### src/rtl/alu_op_driver_if.sv
// ALU operand driver command/response bundle.
//   cmd_*  : command channel (valid/ready), a/b operands, select, expected result
//   rsp_*  : response channel (valid/ready), captured result, select, mismatch flag
// master : the sequencer/bench side that issues commands and consumes responses.
// slave  : the driver side that accepts commands and produces responses.
interface alu_op_driver_if;
  logic       cmd_valid;
  logic       cmd_ready;
  logic [3:0] cmd_a;
  logic [3:0] cmd_b;
  logic [2:0] cmd_sel;
  logic [4:0] cmd_exp;

  logic       rsp_valid;
  logic       rsp_ready;
  logic [4:0] rsp_data;
  logic [2:0] rsp_sel;
  logic       rsp_err;

  modport master (
    output cmd_valid, cmd_a, cmd_b, cmd_sel, cmd_exp, rsp_ready,
    input  cmd_ready, rsp_valid, rsp_data, rsp_sel, rsp_err
  );

  modport slave (
    input  cmd_valid, cmd_a, cmd_b, cmd_sel, cmd_exp, rsp_ready,
    output cmd_ready, rsp_valid, rsp_data, rsp_sel, rsp_err
  );
endinterface

### src/rtl/alu_op_driver.sv
// Initiator side of the ALU operand interface.
// Queues ALU commands in a DEPTH-entry FIFO, drives them one at a time onto alu_a/alu_b/alu_sel,
// waits SETTLE cycles, captures alu_out and returns it on the response channel.
//
// Ports:
//   clk, rst_n        clock, asynchronous active-low reset
//   bus (slave)       cmd_* command channel in, rsp_* response channel out
//   alu_a/b/sel       operands and select driven to the combinational ALU
//   alu_out           ALU result sampled at the end of the settle window
//   busy              an op is in flight or commands are queued
//   op_count          completed responses, wraps 255 -> 0
//
// Optional build macro ALU_DRV_CHECK_EN: stores cmd_exp with each command and flags
// rsp_err when the captured result differs from it. Without it rsp_err is tied 0.
module alu_op_driver #(
  parameter int unsigned DEPTH  = 4,
  parameter int unsigned SETTLE = 1
) (
  input  logic           clk,
  input  logic           rst_n,
  alu_op_driver_if.slave bus,
  output logic [3:0]     alu_a,
  output logic [3:0]     alu_b,
  output logic [2:0]     alu_sel,
  input  logic [4:0]     alu_out,
  output logic           busy,
  output logic [7:0]     op_count
);

  localparam int unsigned PtrW = $clog2(DEPTH);
  localparam int unsigned CntW = PtrW + 1;

`ifdef ALU_DRV_CHECK_EN
  typedef struct packed {
    logic [4:0] exp;
    logic [2:0] sel;
    logic [3:0] b;
    logic [3:0] a;
  } entry_t;
`else
  typedef struct packed {
    logic [2:0] sel;
    logic [3:0] b;
    logic [3:0] a;
  } entry_t;
`endif

  typedef enum logic [1:0] {StIdle, StDrive, StResp} state_e;

  state_e            state_q, state_d;
  logic [PtrW-1:0]   wr_ptr_q, wr_ptr_d;
  logic [PtrW-1:0]   rd_ptr_q, rd_ptr_d;
  logic [CntW-1:0]   count_q, count_d;
  logic [3:0]        settle_q, settle_d;
  logic [3:0]        alu_a_q, alu_a_d;
  logic [3:0]        alu_b_q, alu_b_d;
  logic [2:0]        alu_sel_q, alu_sel_d;
  logic              rsp_valid_q, rsp_valid_d;
  logic [4:0]        rsp_data_q, rsp_data_d;
  logic [2:0]        rsp_sel_q, rsp_sel_d;
  logic [7:0]        op_count_q, op_count_d;
`ifdef ALU_DRV_CHECK_EN
  logic [4:0]        exp_q, exp_d;
  logic              rsp_err_q, rsp_err_d;
`endif

  entry_t            mem_q [DEPTH];
  entry_t            wr_entry;
  entry_t            rd_entry;
  logic              full;
  logic              empty;
  logic              push;
  logic              pop;

  // ---------------------------------------------------------------------------
  // Command FIFO
  // ---------------------------------------------------------------------------
  assign full  = (count_q == CntW'(DEPTH));
  assign empty = (count_q == '0);
  // No bypass: a pop in the same cycle does not open a slot for a push.
  assign push  = bus.cmd_valid && !full;

  always_comb begin
    wr_entry     = '0;
    wr_entry.a   = bus.cmd_a;
    wr_entry.b   = bus.cmd_b;
    wr_entry.sel = bus.cmd_sel;
`ifdef ALU_DRV_CHECK_EN
    wr_entry.exp = bus.cmd_exp;
`endif
  end

`ifndef ALU_DRV_CHECK_EN
  logic unused_cmd_exp;
  assign unused_cmd_exp = ^bus.cmd_exp;
`endif

  assign rd_entry = mem_q[rd_ptr_q];

  // Storage is not reset; the pointers and count define what is valid.
  always_ff @(posedge clk) begin
    if (push) begin
      mem_q[wr_ptr_q] <= wr_entry;
    end
  end

  always_comb begin
    wr_ptr_d = wr_ptr_q;
    rd_ptr_d = rd_ptr_q;
    count_d  = count_q;
    // DEPTH is a power of two, so plain pointer increment wraps modulo DEPTH.
    if (push) begin
      wr_ptr_d = wr_ptr_q + PtrW'(1);
    end
    if (pop) begin
      rd_ptr_d = rd_ptr_q + PtrW'(1);
    end
    if (push && !pop) begin
      count_d = count_q + CntW'(1);
    end else if (!push && pop) begin
      count_d = count_q - CntW'(1);
    end
  end

  // ---------------------------------------------------------------------------
  // Sequencing FSM
  // ---------------------------------------------------------------------------
  always_comb begin
    state_d     = state_q;
    settle_d    = settle_q;
    alu_a_d     = alu_a_q;
    alu_b_d     = alu_b_q;
    alu_sel_d   = alu_sel_q;
    rsp_valid_d = rsp_valid_q;
    rsp_data_d  = rsp_data_q;
    rsp_sel_d   = rsp_sel_q;
    op_count_d  = op_count_q;
    pop         = 1'b0;
`ifdef ALU_DRV_CHECK_EN
    exp_d       = exp_q;
    rsp_err_d   = rsp_err_q;
`endif

    unique case (state_q)
      StIdle: begin
        if (!empty) begin
          pop       = 1'b1;
          alu_a_d   = rd_entry.a;
          alu_b_d   = rd_entry.b;
          alu_sel_d = rd_entry.sel;
`ifdef ALU_DRV_CHECK_EN
          exp_d     = rd_entry.exp;
`endif
          settle_d  = 4'(SETTLE - 1);
          state_d   = StDrive;
        end
      end
      StDrive: begin
        if (settle_q == 4'd0) begin
          rsp_valid_d = 1'b1;
          rsp_data_d  = alu_out;
          rsp_sel_d   = alu_sel_q;
`ifdef ALU_DRV_CHECK_EN
          rsp_err_d   = (alu_out != exp_q);
`endif
          state_d     = StResp;
        end else begin
          settle_d = settle_q - 4'd1;
        end
      end
      StResp: begin
        if (bus.rsp_ready) begin
          rsp_valid_d = 1'b0;
`ifdef ALU_DRV_CHECK_EN
          rsp_err_d   = 1'b0;
`endif
          op_count_d  = op_count_q + 8'd1;
          state_d     = StIdle;
        end
      end
      default: begin
        state_d = StIdle;
      end
    endcase
  end

  always_ff @(posedge clk or negedge rst_n) begin
    if (!rst_n) begin
      state_q     <= StIdle;
      wr_ptr_q    <= '0;
      rd_ptr_q    <= '0;
      count_q     <= '0;
      settle_q    <= '0;
      alu_a_q     <= '0;
      alu_b_q     <= '0;
      alu_sel_q   <= '0;
      rsp_valid_q <= 1'b0;
      rsp_data_q  <= '0;
      rsp_sel_q   <= '0;
      op_count_q  <= '0;
`ifdef ALU_DRV_CHECK_EN
      exp_q       <= '0;
      rsp_err_q   <= 1'b0;
`endif
    end else begin
      state_q     <= state_d;
      wr_ptr_q    <= wr_ptr_d;
      rd_ptr_q    <= rd_ptr_d;
      count_q     <= count_d;
      settle_q    <= settle_d;
      alu_a_q     <= alu_a_d;
      alu_b_q     <= alu_b_d;
      alu_sel_q   <= alu_sel_d;
      rsp_valid_q <= rsp_valid_d;
      rsp_data_q  <= rsp_data_d;
      rsp_sel_q   <= rsp_sel_d;
      op_count_q  <= op_count_d;
`ifdef ALU_DRV_CHECK_EN
      exp_q       <= exp_d;
      rsp_err_q   <= rsp_err_d;
`endif
    end
  end

  // ---------------------------------------------------------------------------
  // Outputs
  // ---------------------------------------------------------------------------
  assign bus.cmd_ready = !full;
  assign bus.rsp_valid = rsp_valid_q;
  assign bus.rsp_data  = rsp_data_q;
  assign bus.rsp_sel   = rsp_sel_q;
`ifdef ALU_DRV_CHECK_EN
  assign bus.rsp_err   = rsp_err_q;
`else
  assign bus.rsp_err   = 1'b0;
`endif

  assign alu_a    = alu_a_q;
  assign alu_b    = alu_b_q;
  assign alu_sel  = alu_sel_q;
  assign busy     = (state_q != StIdle) || !empty;
  assign op_count = op_count_q;

endmodule

### src/flat_wrapper.sv
// flat-port wrapper written by rule: the top's interface ports become plain ports
module alu_op_driver_flat 
#(
  parameter int unsigned DEPTH  = 4,
  parameter int unsigned SETTLE = 1
)
  (clk, rst_n, alu_a, alu_b, alu_sel, alu_out, busy, op_count, bus_cmd_valid, bus_cmd_a, bus_cmd_b, bus_cmd_sel, bus_cmd_exp, bus_rsp_ready, bus_cmd_ready, bus_rsp_valid, bus_rsp_data, bus_rsp_sel, bus_rsp_err);
  alu_op_driver_if bus_i ();
  input  logic clk;
  input  logic rst_n;
  output logic [3:0] alu_a;
  output logic [3:0] alu_b;
  output logic [2:0] alu_sel;
  input  logic [4:0] alu_out;
  output logic busy;
  output logic [7:0] op_count;
  input wire logic [$bits(bus_i.cmd_valid)-1:0] bus_cmd_valid;
  input wire logic [$bits(bus_i.cmd_a)-1:0] bus_cmd_a;
  input wire logic [$bits(bus_i.cmd_b)-1:0] bus_cmd_b;
  input wire logic [$bits(bus_i.cmd_sel)-1:0] bus_cmd_sel;
  input wire logic [$bits(bus_i.cmd_exp)-1:0] bus_cmd_exp;
  input wire logic [$bits(bus_i.rsp_ready)-1:0] bus_rsp_ready;
  output wire logic [$bits(bus_i.cmd_ready)-1:0] bus_cmd_ready;
  output wire logic [$bits(bus_i.rsp_valid)-1:0] bus_rsp_valid;
  output wire logic [$bits(bus_i.rsp_data)-1:0] bus_rsp_data;
  output wire logic [$bits(bus_i.rsp_sel)-1:0] bus_rsp_sel;
  output wire logic [$bits(bus_i.rsp_err)-1:0] bus_rsp_err;
  assign bus_i.cmd_valid = bus_cmd_valid;
  assign bus_i.cmd_a = bus_cmd_a;
  assign bus_i.cmd_b = bus_cmd_b;
  assign bus_i.cmd_sel = bus_cmd_sel;
  assign bus_i.cmd_exp = bus_cmd_exp;
  assign bus_i.rsp_ready = bus_rsp_ready;
  assign bus_cmd_ready = bus_i.cmd_ready;
  assign bus_rsp_valid = bus_i.rsp_valid;
  assign bus_rsp_data = bus_i.rsp_data;
  assign bus_rsp_sel = bus_i.rsp_sel;
  assign bus_rsp_err = bus_i.rsp_err;
  alu_op_driver #(.DEPTH(DEPTH), .SETTLE(SETTLE)) u_core (.clk(clk), .rst_n(rst_n), .bus(bus_i), .alu_a(alu_a), .alu_b(alu_b), .alu_sel(alu_sel), .alu_out(alu_out), .busy(busy), .op_count(op_count));
endmodule
### config.mk
export PLATFORM = sky130hd
export DESIGN_NAME = alu_op_driver_flat
export DESIGN_NICKNAME = d
export VERILOG_FILES = /design/src/rtl/alu_op_driver_if.sv /design/src/rtl/alu_op_driver.sv /design/src/flat_wrapper.sv
export SDC_FILE = /design/constraint.sdc
export NUM_CORES = 1
export LEC_CHECK = 0
export CORE_MARGIN = 2
export CORE_UTILIZATION = 55
export CTS_BUF_LIST = sky130_fd_sc_hd__clkbuf_8
export DETAILED_ROUTE_END_ITERATION = 6
export MAX_ROUTING_LAYER = met4
export PLACE_DENSITY = 0.82
export SLEW_MARGIN = 10
export SYNTH_ARGS = -nofsm -noshare
export SYNTH_HDL_FRONTEND = slang
export SYNTH_SLANG_ARGS = --single-unit
### constraint.sdc
create_clock -name clk -period 2.45 [get_ports clk]
set_input_delay 0.245 -clock clk [delete_from_list [all_inputs] [get_ports clk]]
set_output_delay 0.245 -clock clk [all_outputs]
set_load 0.01 [all_outputs]
==> out/metrics.yaml <==
fillers: 407
rrSetupSlack_ps: 350
io_buffer_count: 49
critPathRequiredTime_ps: 2720
grt_setup_unrepaired: "no"
grt_max_degree: 42
ctsRootBufferMaster: "clkbuf_8"
async_flop_share_pct: 48.2
synth_cell_types: 36
fin_tns_setup_ps: 0
grt_first_pass_wirelength_um: 9420
drv_cap: 0
status: "finished, final reports clean"
start_util_pct: 57.4
die_h_um: 83.1
cts_buffer_depth: 2
ir_drop_uv: 722
synth_nets: 231
clk_pin_slew_worst_paths_ps: 90
critPathCapture: "u_core.count_q[2]$_DFFE_PN0P_"
ff2ff_path_depth: 8
finalSetupViolations: 0
p_total_w: 0.00511
overflow: 0
drt_iter0_markers: 127
fmax_mhz: 475
start_kind: "flip-flop"
gp_congestion: 0.796
maxSlewHeadroom_pct: 38.8
slew_viol_final: 0
syn_to_final_growth_pct: 22.6
h-tree-depth: 3
hold_path.class: "in2async"
grt.total_usage_pct: 18.4
p_leak_nw: 1.63
ctsResizeCount: 0
avgSynthCellArea_um2: 17.5
cts_tree: "yes"
cts.sinks: 85
arrival_ps: 2380
insertion_delay_ps: 340
worst_pin_slew_ps: 917
synth_ff_type: "edfxtp_1"
ys_ff_latch: 85
final_util_pct: 70.3
netlist_area_um2: 3440
worst_r2r_endpoint: "u_core.count_q[2]$_DFFE_PN0P_"
core_area_um2: 5990
antenna_found_initial: 0
period_needed_ps: 2100
reg2reg_from: "u_core.count_q[0]$_DFFE_PN0P_"
row_count: 28
finalInstanceArea_um2: 4210
syn_inst: 197
drcViolationCount: 0
synth_warnings: 0
n_antenna_cell: 0
first_global_vias: 1928
cts-buffers-inserted: 9
hpwl_um: 3870
skew_ps: 10.4
place_area_um2: 4010
cp-startpoint: "u_core.count_q[0]$_DFFE_PN0P_"
worstSetupPathType: "reg2reg"
viasPerCell: 5.42
finalCritPeriodShare_pct: 85.8
ctsHoldBuffers: 0
post_cts_buffers: 0
die_w_um: 83.1
p_per_area_nw_per_um2: 1210
io-pin-count: 56
seq_area_frac_synth_pct: 68.3
first_pass_iters: 4
final_antenna_net_count: 0
hold_viol_final: 0
wl_um: 5700
synth_edf_count: 44
fin_nets: 290
layout-drive-gt1-share_pct: 22.2
cp-end-kind: "flip-flop"
via_count: 1820
wl_per_cell_um: 17.0
die-area_um2: 6900
cp_max_fo: 5
-- logic make-up after synthesis --
group	share of synthesized area (%)
adder cells (fa/ha/maj)	3.49
other	0.109
flip-flops	68.3
XOR/XNOR	3.31
buffers and inverters	1.89
AND/OR/NAND/NOR	5.93
multiplexers	15.3
AO/OA/AOI/OAI	1.67
-- cell usage after synthesis, types with 2 or more instances --
master | count | area (µm²)
and2_1 | 4 | 25.0
buf_4 | 2 | 15.0
buf_6 | 2 | 22.5
dfrtp_1 | 41 | 1030
edfxtp_1 | 44 | 1320
ha_1 | 8 | 100
inv_1 | 5 | 18.8
mux2_2 | 22 | 248
mux2i_1 | 2 | 20.0
mux4_1 | 3 | 78.8
mux4_2 | 8 | 180
nand2_1 | 5 | 18.8
nand2b_1 | 5 | 31.3
nand3_1 | 3 | 15.0
nand3b_1 | 2 | 15.0
nor2_1 | 5 | 18.8
nor3_1 | 3 | 15.0
o21ai_0 | 2 | 10.0
o22ai_1 | 2 | 12.5
or2_2 | 2 | 12.5
xnor2_1 | 6 | 52.6
xor2_1 | 7 | 61.3
-- final cells by class --
type	instances	area (µm²)	share of cell area, %
clock buffer	9	124	2.94
sequential	85	2350	55.7
clock inverter	7	81.3	1.93
timing repair buffer	54	523	12.4
tap	75	93.8	2.23
inverter	5	18.8	0.445
multi-input combinational	101	1030	24.3
-- metal layers --
layer | routed length, µm | global-route usage, %
met2 | 3030 | 31.1
met4 | 54 | 6.71
met1 | 2420 | 21.8
met3 | 200 | 4.08
met5 | 0 | -
-- worst min path at each step --
stage / startpoint / to / slack [ps] / cells past startpoint
detailed placement: rst_n / u_core.op_count[6]$_DFFE_PN0P_ / 440 / 1
global route: rst_n / u_core.alu_b[2]$_DFFE_PN0P_ / 90 / 1
CTS: rst_n / u_core.op_count[4]$_DFFE_PN0P_ / 60 / 1
finish: rst_n / u_core.op_count[4]$_DFFE_PN0P_ / 30 / 1
global placement: rst_n / u_core.op_count[4]$_DFFE_PN0P_ / 430 / 1
floorplan: rst_n / u_core.alu_a[0]$_DFFE_PN0P_ / -50 / 0
-- sequential cells by signal, indices dropped and copies added, names as in the netlist --
signal	count
u_core.mem_q	44
u_core.op_count	8
u_core.bus.rsp_data	5
u_core.alu_a	4
u_core.alu_b	4
u_core.settle_q	4
u_core.alu_sel	3
u_core.bus.rsp_sel	3
u_core.count_q	3
u_core.rd_ptr_q	2
u_core.state_q	2
u_core.wr_ptr_q	2
u_core.bus.rsp_valid	1
-- report_power, final --
| group | switching [W] | internal, W | total [W] |
|---|---|---|---|
| sequential | 0.000336 | 0.00196 | 0.00230 |
| combinational | 0.000732 | 0.00108 | 0.00181 |
| clock | 0.000516 | 0.000485 | 0.00100 |
-- worst max-delay path: stages, from the launching register on --
cell and delay [ps]:
dfrtp_1 450, nor3_2 300, nand2b_1 180, ha_1 190
inv_1 70, fa_1 430, xor2_1 150, nor2_1 110
xor2_1 160
-- cell usage in the layout, fill, tap and decap left out, types with 3 or more instances in the layout --
| cell type | netlist | layout |
|---|---|---|
| mux4_2 | 8 | 8 |
| nor2_1 | 5 | 5 |
| nor3_1 | 3 | 3 |
| nand3_1 | 3 | 3 |
| clkinvlp_4 | 0 | 3 |
| xnor2_1 | 6 | 6 |
| ha_1 | 8 | 8 |
| and2_1 | 4 | 4 |
| clkbuf_8 | 0 | 9 |
| mux4_1 | 3 | 3 |
| dfrtp_1 | 41 | 41 |
| mux2_2 | 22 | 22 |
| buf_4 | 2 | 5 |
| clkdlybuf4s50_1 | 0 | 48 |
| inv_1 | 5 | 5 |
| xor2_1 | 7 | 7 |
| nand2_1 | 5 | 5 |
| nand2b_1 | 5 | 5 |
| edfxtp_1 | 44 | 44 |
-- metrics by stage --
| step | setup WS [ps] | hold slack, ps | instances |
|---|---|---|---|
| 2_1_floorplan | 279 | -50.6 | 197 |
| 3_3_place_gp | 378 | 433 | 320 |
| 3_5_place_dp | 321 | 440 | 320 |
| 4_1_cts | 304 | 57.0 | 336 |
| 5_1_grt | 146 | 94.9 | 336 |
| 6_report | 347 | 26.2 | 336 |
Note: power is estimated with default switching activity, not from simulation.
